===== src/rtl/fetch_pkg.sv =====
// rtl/fetch_pkg.sv - shared constants, FSM state type and B-immediate decode for the fetch stage
package fetch_pkg;

  localparam logic [31:0] NOP        = 32'h0000_0013;
  localparam logic [6:0]  OPC_BRANCH = 7'b1100011;

  typedef enum logic [1:0] {
    FETCH,
    DROP,
    HOLD
  } fetch_state_t;

  function automatic logic [31:0] b_imm(input logic [31:0] instr);
    return {{20{instr[31]}}, instr[7], instr[30:25], instr[11:8], 1'b0};
  endfunction

endpackage


===== src/rtl/fetch_predecode.sv =====
// rtl/fetch_predecode.sv - backward-taken/forward-not-taken predecode of a fetched word
module fetch_predecode
  import fetch_pkg::*;
(
  input  logic [31:0] instr_i,
  input  logic [31:0] pc_i,
  output logic        taken_o,
  output logic [31:0] target_o
);

  logic [31:0] imm;
  logic        unused_reg_fields;

  assign imm      = b_imm(instr_i);
  assign taken_o  = (instr_i[6:0] == OPC_BRANCH) && imm[31];
  assign target_o = pc_i + imm;

  // register and funct3 fields play no part in the prediction
  assign unused_reg_fields = ^instr_i[24:12];

endmodule


===== src/rtl/fetch_stage.sv =====
// rtl/fetch_stage.sv - PC, imem req/ack port, skid buffer and IF/ID register; FETCH_BTFN_PREDICT_EN enables static branch prediction
module fetch_stage
  import fetch_pkg::*;
#(
  parameter int              XLEN     = 32,
  parameter logic [XLEN-1:0] RESET_PC = '0
) (
  input  logic            clk,
  input  logic            reset,
  input  logic            Stall_IF,
  input  logic            Stall_ID,
  input  logic            Redirect_EX,
  input  logic [XLEN-1:0] RedirectPC_EX,
  output logic            imem_req,
  output logic [XLEN-1:0] imem_addr,
  input  logic            imem_ack,
  input  logic [31:0]     imem_rdata,
  output logic            Valid_ID,
  output logic [31:0]     Instr_ID,
  output logic [XLEN-1:0] PC_ID,
  output logic [XLEN-1:0] PCPlus4_ID,
  output logic            PredTaken_ID
);

  fetch_state_t    state_q, state_d;
  logic [XLEN-1:0] pc_q, pc_d;
  logic [XLEN-1:0] drop_addr_q, drop_addr_d;
  logic            pend_q, pend_d;

  logic            skid_vld_q, skid_vld_d;
  logic [31:0]     skid_instr_q, skid_instr_d;
  logic [XLEN-1:0] skid_pc_q, skid_pc_d;
  logic            skid_pred_q, skid_pred_d;

  logic            vld_id_q, vld_id_d;
  logic [31:0]     instr_id_q, instr_id_d;
  logic [XLEN-1:0] pc_id_q, pc_id_d;
  logic [XLEN-1:0] pcp4_id_q, pcp4_id_d;
  logic            pred_id_q, pred_id_d;

  logic [XLEN-1:0] pc_plus4;
  logic [XLEN-1:0] redirect_pc;
  logic            pred_taken;
  logic [XLEN-1:0] pred_target;
  logic            fetch_ack;
  logic            unused_redirect_lsbs;

  assign pc_plus4             = pc_q + XLEN'(4);
  assign redirect_pc          = {RedirectPC_EX[XLEN-1:2], 2'b00};
  assign unused_redirect_lsbs = ^RedirectPC_EX[1:0];

`ifdef FETCH_BTFN_PREDICT_EN
  fetch_predecode u_predecode (
    .instr_i  (imem_rdata),
    .pc_i     (pc_q),
    .taken_o  (pred_taken),
    .target_o (pred_target)
  );
`else
  assign pred_taken  = 1'b0;
  assign pred_target = pc_plus4;
`endif

  // A request that has been raised stays up until acked, whatever Stall_IF does
  always_comb begin
    imem_req  = 1'b0;
    imem_addr = pc_q;
    case (state_q)
      FETCH:   imem_req = pend_q || (!Stall_IF && !skid_vld_q);
      DROP: begin
        imem_req  = 1'b1;
        imem_addr = drop_addr_q;
      end
      default: imem_req = 1'b0;
    endcase
    if (reset) imem_req = 1'b0;
  end

  assign fetch_ack = (state_q == FETCH) && imem_req && imem_ack;

  always_comb begin
    state_d      = state_q;
    pc_d         = pc_q;
    drop_addr_d  = drop_addr_q;
    pend_d       = pend_q;
    skid_vld_d   = skid_vld_q;
    skid_instr_d = skid_instr_q;
    skid_pc_d    = skid_pc_q;
    skid_pred_d  = skid_pred_q;
    vld_id_d     = vld_id_q;
    instr_id_d   = instr_id_q;
    pc_id_d      = pc_id_q;
    pcp4_id_d    = pcp4_id_q;
    pred_id_d    = pred_id_q;

    case (state_q)
      FETCH: begin
        pend_d = imem_req && !imem_ack;
        if (fetch_ack) begin
          pc_d = pred_taken ? pred_target : pc_plus4;
          if (Stall_ID) begin
            skid_vld_d   = 1'b1;
            skid_instr_d = imem_rdata;
            skid_pc_d    = pc_q;
            skid_pred_d  = pred_taken;
            state_d      = HOLD;
          end
        end
      end
      DROP: begin
        pend_d = 1'b0;
        if (imem_ack) state_d = FETCH;
      end
      HOLD: begin
        if (!Stall_ID) begin
          skid_vld_d = 1'b0;
          state_d    = FETCH;
        end
      end
      default: state_d = FETCH;
    endcase

    if (!Stall_ID) begin
      if (skid_vld_q) begin
        vld_id_d   = 1'b1;
        instr_id_d = skid_instr_q;
        pc_id_d    = skid_pc_q;
        pcp4_id_d  = skid_pc_q + XLEN'(4);
        pred_id_d  = skid_pred_q;
      end else if (fetch_ack) begin
        vld_id_d   = 1'b1;
        instr_id_d = imem_rdata;
        pc_id_d    = pc_q;
        pcp4_id_d  = pc_plus4;
        pred_id_d  = pred_taken;
      end else begin
        vld_id_d   = 1'b0;
        instr_id_d = NOP;
        pred_id_d  = 1'b0;
      end
    end

    // Redirect overrides stalls, acks and prediction; an unacked request must still drain
    if (Redirect_EX) begin
      pc_d       = redirect_pc;
      pend_d     = 1'b0;
      skid_vld_d = 1'b0;
      vld_id_d   = 1'b0;
      instr_id_d = NOP;
      pred_id_d  = 1'b0;
      if (state_q == FETCH && imem_req && !imem_ack) begin
        state_d     = DROP;
        drop_addr_d = pc_q;
      end else if (state_q == DROP && !imem_ack) begin
        state_d = DROP;
      end else begin
        state_d = FETCH;
      end
    end
  end

  always_ff @(posedge clk) begin
    if (reset) begin
      state_q      <= FETCH;
      pc_q         <= RESET_PC;
      drop_addr_q  <= '0;
      pend_q       <= 1'b0;
      skid_vld_q   <= 1'b0;
      skid_instr_q <= NOP;
      skid_pc_q    <= '0;
      skid_pred_q  <= 1'b0;
      vld_id_q     <= 1'b0;
      instr_id_q   <= NOP;
      pc_id_q      <= '0;
      pcp4_id_q    <= XLEN'(4);
      pred_id_q    <= 1'b0;
    end else begin
      state_q      <= state_d;
      pc_q         <= pc_d;
      drop_addr_q  <= drop_addr_d;
      pend_q       <= pend_d;
      skid_vld_q   <= skid_vld_d;
      skid_instr_q <= skid_instr_d;
      skid_pc_q    <= skid_pc_d;
      skid_pred_q  <= skid_pred_d;
      vld_id_q     <= vld_id_d;
      instr_id_q   <= instr_id_d;
      pc_id_q      <= pc_id_d;
      pcp4_id_q    <= pcp4_id_d;
      pred_id_q    <= pred_id_d;
    end
  end

  assign Valid_ID     = vld_id_q;
  assign Instr_ID     = instr_id_q;
  assign PC_ID        = pc_id_q;
  assign PCPlus4_ID   = pcp4_id_q;
  assign PredTaken_ID = pred_id_q;

endmodule


===== config.mk =====
export PLATFORM = sky130hd
export DESIGN_NAME = fetch_stage
export DESIGN_NICKNAME = d
export VERILOG_FILES = /design/src/rtl/fetch_pkg.sv /design/src/rtl/fetch_predecode.sv /design/src/rtl/fetch_stage.sv
export SDC_FILE = /design/constraint.sdc
export NUM_CORES = 1
export LEC_CHECK = 0
export BUFFER_PORTS_ARGS = -buffer_cell sky130_fd_sc_hd__buf_2
export CAP_MARGIN = 20
export CELL_PAD_IN_SITES_DETAIL_PLACEMENT = 1
export CELL_PAD_IN_SITES_GLOBAL_PLACEMENT = 1
export CORE_MARGIN = 1
export CORE_UTILIZATION = 37
export CTS_CLUSTER_SIZE = 24
export DETAILED_ROUTE_END_ITERATION = 7
export PLACE_DENSITY_LB_ADDON = 0.1
export REMOVE_ABC_BUFFERS = 1
export SLEW_MARGIN = 25
export SYNTH_ARGS = -nofsm -noshare
export SYNTH_HDL_FRONTEND = slang
export SYNTH_SLANG_ARGS = --single-unit

===== constraint.sdc =====
create_clock -name clk -period 2 [get_ports clk]
set_input_delay 0.4 -clock clk [delete_from_list [all_inputs] [get_ports clk]]
set_output_delay 0.4 -clock clk [all_outputs]
set_load 0.005 [all_outputs]

# Word level (Yosys, flattened, before mapping)
# Index checks and enable logic that the tools add are counted.
# Widths: inputs -> output; s select.
# totals
reg_bits	229
out_inout_bits	131
elab_cells	75
in_bits	70
# classes
eq_ne	9
mux	27
n_bitwise	1
add_sub_neg	2
n_reduce_logical	24
# ops
op	count
$mux 32	10
$add 32x3->32 const B	2
$ne 3x3->1 const B	4
$mux 2	5
$reduce_bool 2->1	5
$mux 1	8
$reduce_and 2->1	4
$reduce_and 4->1	2
$logic_and 1x1->1	6
$ne 2x2->1 const B	3
$pmux 1 s2	3
$pmux 2 s3	1
$logic_not 1->1	3
$reduce_and 3->1	1
$eq 2x1->1 const B	1
$eq 2x2->1 const B	1
$logic_not 2->1	1
$reduce_or 2->1	1
$logic_or 1x1->1	1
$not 1->1	1

# Longest topological paths before layout
# logic_depth
depth_word	10
ltp_mapped	9
depth_no_buf	6

# Least setup slack after synthesis
# No wires, ideal clock.
# synth_path
path_type	register -> register
startpoint	reg pc_q[3]
endpoint	reg pcp4_id_q[28], in the netlist PCPlus4_ID[28]
n_path_buf	1
setup_slack_ps	-109
setup_ps	87
t_arrival_ps	2022
path_stages_with_launch	8
synth_period_minus_slack_ps	2109
required_ps	1913
cell_sequence	dfxtp_1 -> ha_1 -> nand3_1 -> or4_4 -> buf_2 -> nor4b_1 -> nor3_1 -> o31ai_1
# synth_between
elab_chain_cells	3
# synth_rtl
item	line	rtl
start: declaration	fetch_stage.sv:26	logic [XLEN-1:0] pc_q, pc_d;
start signal: assignment	fetch_stage.sv:179	pc_q <= pc_d;
$add 32x3->32	fetch_stage.sv:48	assign pc_plus4 = pc_q + XLEN'(4);
$mux 32	fetch_stage.sv:130	end else if (fetch_ack) begin
$mux 32	fetch_stage.sv:124	if (skid_vld_q) begin
end signal: assignment	fetch_stage.sv:189	pcp4_id_q <= pcp4_id_d;
end: declaration	fetch_stage.sv:38	logic [XLEN-1:0] pcp4_id_q, pcp4_id_d;
# No other way between the ends. The select of a mux whose other input is x is not followed.
# A chain may end at the register's enable or synchronous reset.

# Final worst setup path
# layout_path
startpoint	reg state_q[0]
endpoint	out imem_addr[14]
# layout_between
elab_chain_cells	2
# layout_rtl
item	line	rtl
start: declaration	fetch_stage.sv:25	fetch_state_t state_q, state_d;
start signal: assignment	fetch_stage.sv:178	state_q <= state_d;
$eq 2x1->1	fetch_stage.sv:68	case (state_q)
$mux 32	fetch_stage.sv:68	
end: declaration	fetch_stage.sv:15	output logic [XLEN-1:0] imem_addr,
# No other way between the ends.

==> summary.txt <==
Power
  • Peak VDD IR: about 0.59 mV
  • Seq pwr share: 0.425
  • P_int: ~8.1 mW
  • Clock network power share: 0.453
  • Gate power share: 0.122
  • Switching Share: 0.255
  • Static Leak: about 5.9 nW
  • Sw Pwr: between 2 and 3 mW
  • Pwr dens: about 740 nW/um^2

Placement
  • Hpwl dp: around 24,000 um
  • Inst Count DP: approximately 1.8k
  • Port Buf Inserts: about 190
  • GP Congestion: approximately 0.85

Floorplanning
  • Die X: between 150 and 200 um
  • IO Count: approximately 200
  • Die H: 172 um
  • Die area: about 29,000 um^2
  • Placeable Area: roughly 28,000 um^2
  • Num rows: just over 60
  • Initial Util: 0.379

Critical path
  • Family with the most delay on the worst path: buffers and inverters
  • Crit start category: flip-flop
  • WP data arrival: 1.81 ns
  • Critical path's largest stage delay: 0.33 ns
  • WS Path Type: flip-flop to output pin
  • Worst-path maximum fanout: 5
  • CP max stage cell: dfxtp_2
  • Crit path buf inv count: 3
  • WP data required: 1.60 ns
  • Crit end category: output pin
  • Cell seen most often among critical-path stages: buf_12
  • Critical Path, Cell by Cell: nor2b_4 -> buf_12 -> buf_12 -> mux2_4 -> buf_6
  • CP startpoint: state_q[0]$_SDFFE_PP0P_
  • Reg2Reg Launch Point: pc_q[3]$_SDFFE_PP0P_

CTS
  • CTS Root Cell: clkbuf_16
  • Hold Buf Count CTS: 0
  • Clock sink count: between 200 and 250
  • Htree depth: 1
  • CTS tree: done
  • Max Root-Sink Buffers: 3
  • Clk_lat worst skew: between 0.5 and 0.6 ns
  • Clock-pin slew on the worst setup and hold paths: approximately 0.050 ns
  • TritonCTS buffer count: 26

Finish
  • ANT cells: 0
  • Layout cells sized above 1: 0.331
  • Commonest cells after routing, fill and taps aside: dfxtp_1, buf_2, nand2_1
  • Most common cell after layout, fill and taps aside: dfxtp_1
  • Fin nets: around 1.6k
  • Non-Filler Instances: 1,908
  • Area Overhead vs Synth: 37.7%

Global routing
  • Largest net degree at the start of global routing: 89
  • Initial antenna violation count: 0
  • Global-route wire length before repair: 59,700 um
  • Vias in the first global route: between 10k and 15k
  • Total track usage: 0.259
  • GRT Residual Overflow: 0

Timing
  • Tmin final: roughly 2.2 ns
  • Worst Max-Slew Pin Slew: ~0.76 ns
  • Fmax: around 0.45 GHz
  • Final Cycle Share: 1.10
  • Final hold vios: 0
  • Worst rel slew slack: 0.493
  • Final setup fails: 36
  • RSZ-0062 raised after global routing: true
  • Fin Setup TNS: -5.20 ns
  • Slew Limit Fails: 0
  • Clk_skew: 0.0174 ns
  • Setup ws final: -0.209 ns

Min path
  • Hold path start: imem_rdata[0]
  • Hold WC Path Type: input port to flip-flop

Drt
  • Detail Route Antenna Nets: 0
  • Total wire length: 39,300 um
  • Vias per cell: 5.57
  • DRC: 0
  • Vias: approximately 11k
  • TritonRoute pass-1 iters: 5
  • 1st-iter DRT viols: between 500 and 600
  • WL/cell: a little over 20 um

Synthesis
  • Number of flops mapped to enable cells by yosys: 0
  • Sequential share of the synthesized area: 0.411
  • Synth async-reset ratio: 0
  • Post-Syn Area: around 11,000 um^2
  • Post-synthesis cell type count: 65
  • Synth Area per Inst: around 8.3 um^2
  • Ys flop type: dfxtp_1
  • Synthesized instance count: around 1.3k
  • Seq cells post-synth: 219
  • Synth warn: 0

Status
  • Failing checks: negative setup slack
  • Outcome: finished with violations

Job
  • Max Cap Viol: 0
==> cells in the mapped netlist, types with 20 or more instances <==
cell      instances  share of area
a211oi_1         53          0.037
a21oi_1          85          0.040
a221oi_1         29          0.024
clkbuf_1        103          0.036
dfxtp_1         219           0.41
mux2_2           27          0.029
mux2i_1          61          0.057
nand2_1         169          0.060
nand3_1          26          0.012
nand3b_1         21          0.015
nand4_1          23          0.013
nor2_1          110          0.039
nor2b_1          30          0.018
nor3_1           60          0.028
nor4_1           20          0.012
o21ai_0          21         0.0099
xnor2_1          27          0.022
xor2_1           22          0.018
==> cell families after synthesis <==
logic type               share of synthesized area
buffers and inverters                       0.0595
flip-flops                                   0.411
multiplexers                                0.0858
XOR/XNOR                                    0.0403
AND/OR/NAND/NOR                              0.240
other                                     0.000352
AO/OA/AOI/OAI                                0.160
adder cells (fa/ha/maj)                    0.00235
==> flip-flops by register name (all words and copies together), names as in the netlist <==
| register | flops |
|---|---|
| skid_pc_q | 30 |
| state_q | 2 |
| skid_vld_q | 1 |
| pc_q | 30 |
| pend_q | 1 |
| PC_ID | 30 |
| drop_addr_q | 30 |
| skid_instr_q | 32 |
| Instr_ID | 32 |
| Valid_ID | 1 |
| PCPlus4_ID | 30 |
==> metrics by stage <==
step / area, um^2 / power, mW / setup WS [ns] / hold slack [ns] / utilization
floorplan: 10100 / 5.21 / -5.64 / 0.430 / -
global placement: 12600 / 5.81 / -0.0485 / 0.433 / 0.450
detailed placement: 12600 / 5.83 / -0.201 / 0.446 / 0.450
CTS: 14200 / 10.9 / -0.284 / 0.0885 / 0.505
global route: 14700 / 11.2 / -0.250 / 0.115 / 0.523
finish: 14700 / 10.8 / -0.209 / 0.102 / 0.523
==> repair_timing <==
item,CTS,global route
gates cloned,6,3
pin swaps,11,33
buffers inserted,11,12
setup endpoints to repair,44,122
resized for setup,99,88
==> final timing paths <==
path / to / slack (ns) / cells past startpoint
worst min-delay path: skid_instr_q[0]$_SDFFE_PP1P_ / 0.10 / 3
worst max register to register: PCPlus4_ID[31]$_SDFFE_PP0P_ / -0.08 / 8
worst min register to register: skid_instr_q[29]$_SDFFE_PP0P_ / 0.46 / 2
worst max-delay path: imem_addr[14] / -0.21 / 5
==> worst register-to-register path: cells and delay by family, from the launching register on <==
family,cells,cell delay (ns)
AOI/OAI and AO/OA,2,0.35
buffers and inverters,3,0.41
DFF,1,0.36
and+or+nand+nor,3,0.86
==> metal layers <==
metal	vias to the layer above	track usage	wire length [um]
met5	-	0	0
met2	238	0.452	19300
met1	5332	0.335	17500
li1	4994	-	-
met3	66	0.0301	1490
met4	0	0.0693	979
==> power by group through the flow <==
stage | combinational, mW | clock (mW) | sequential (mW)
2_1_floorplan | 0.472 | 0 | 4.74
3_3_place_gp | 1.13 | 0 | 4.68
3_5_place_dp | 1.15 | 0 | 4.69
4_1_cts | 1.27 | 5.00 | 4.59
5_1_grt | 1.44 | 5.14 | 4.61
6_report | 1.32 | 4.90 | 4.60
==> cell type report <==
class	count	area [um^2]
Clock buffer	41	788
Clock inverter	7	90.1
Fill cell	3324	13400
Inverter	12	45.0
Multi-Input combinational cell	915	6210
Sequential cell	219	4430
Tap cell	378	473
Timing Repair Buffer	336	2650
No activity file was read; power rests on OpenSTA's default activity.
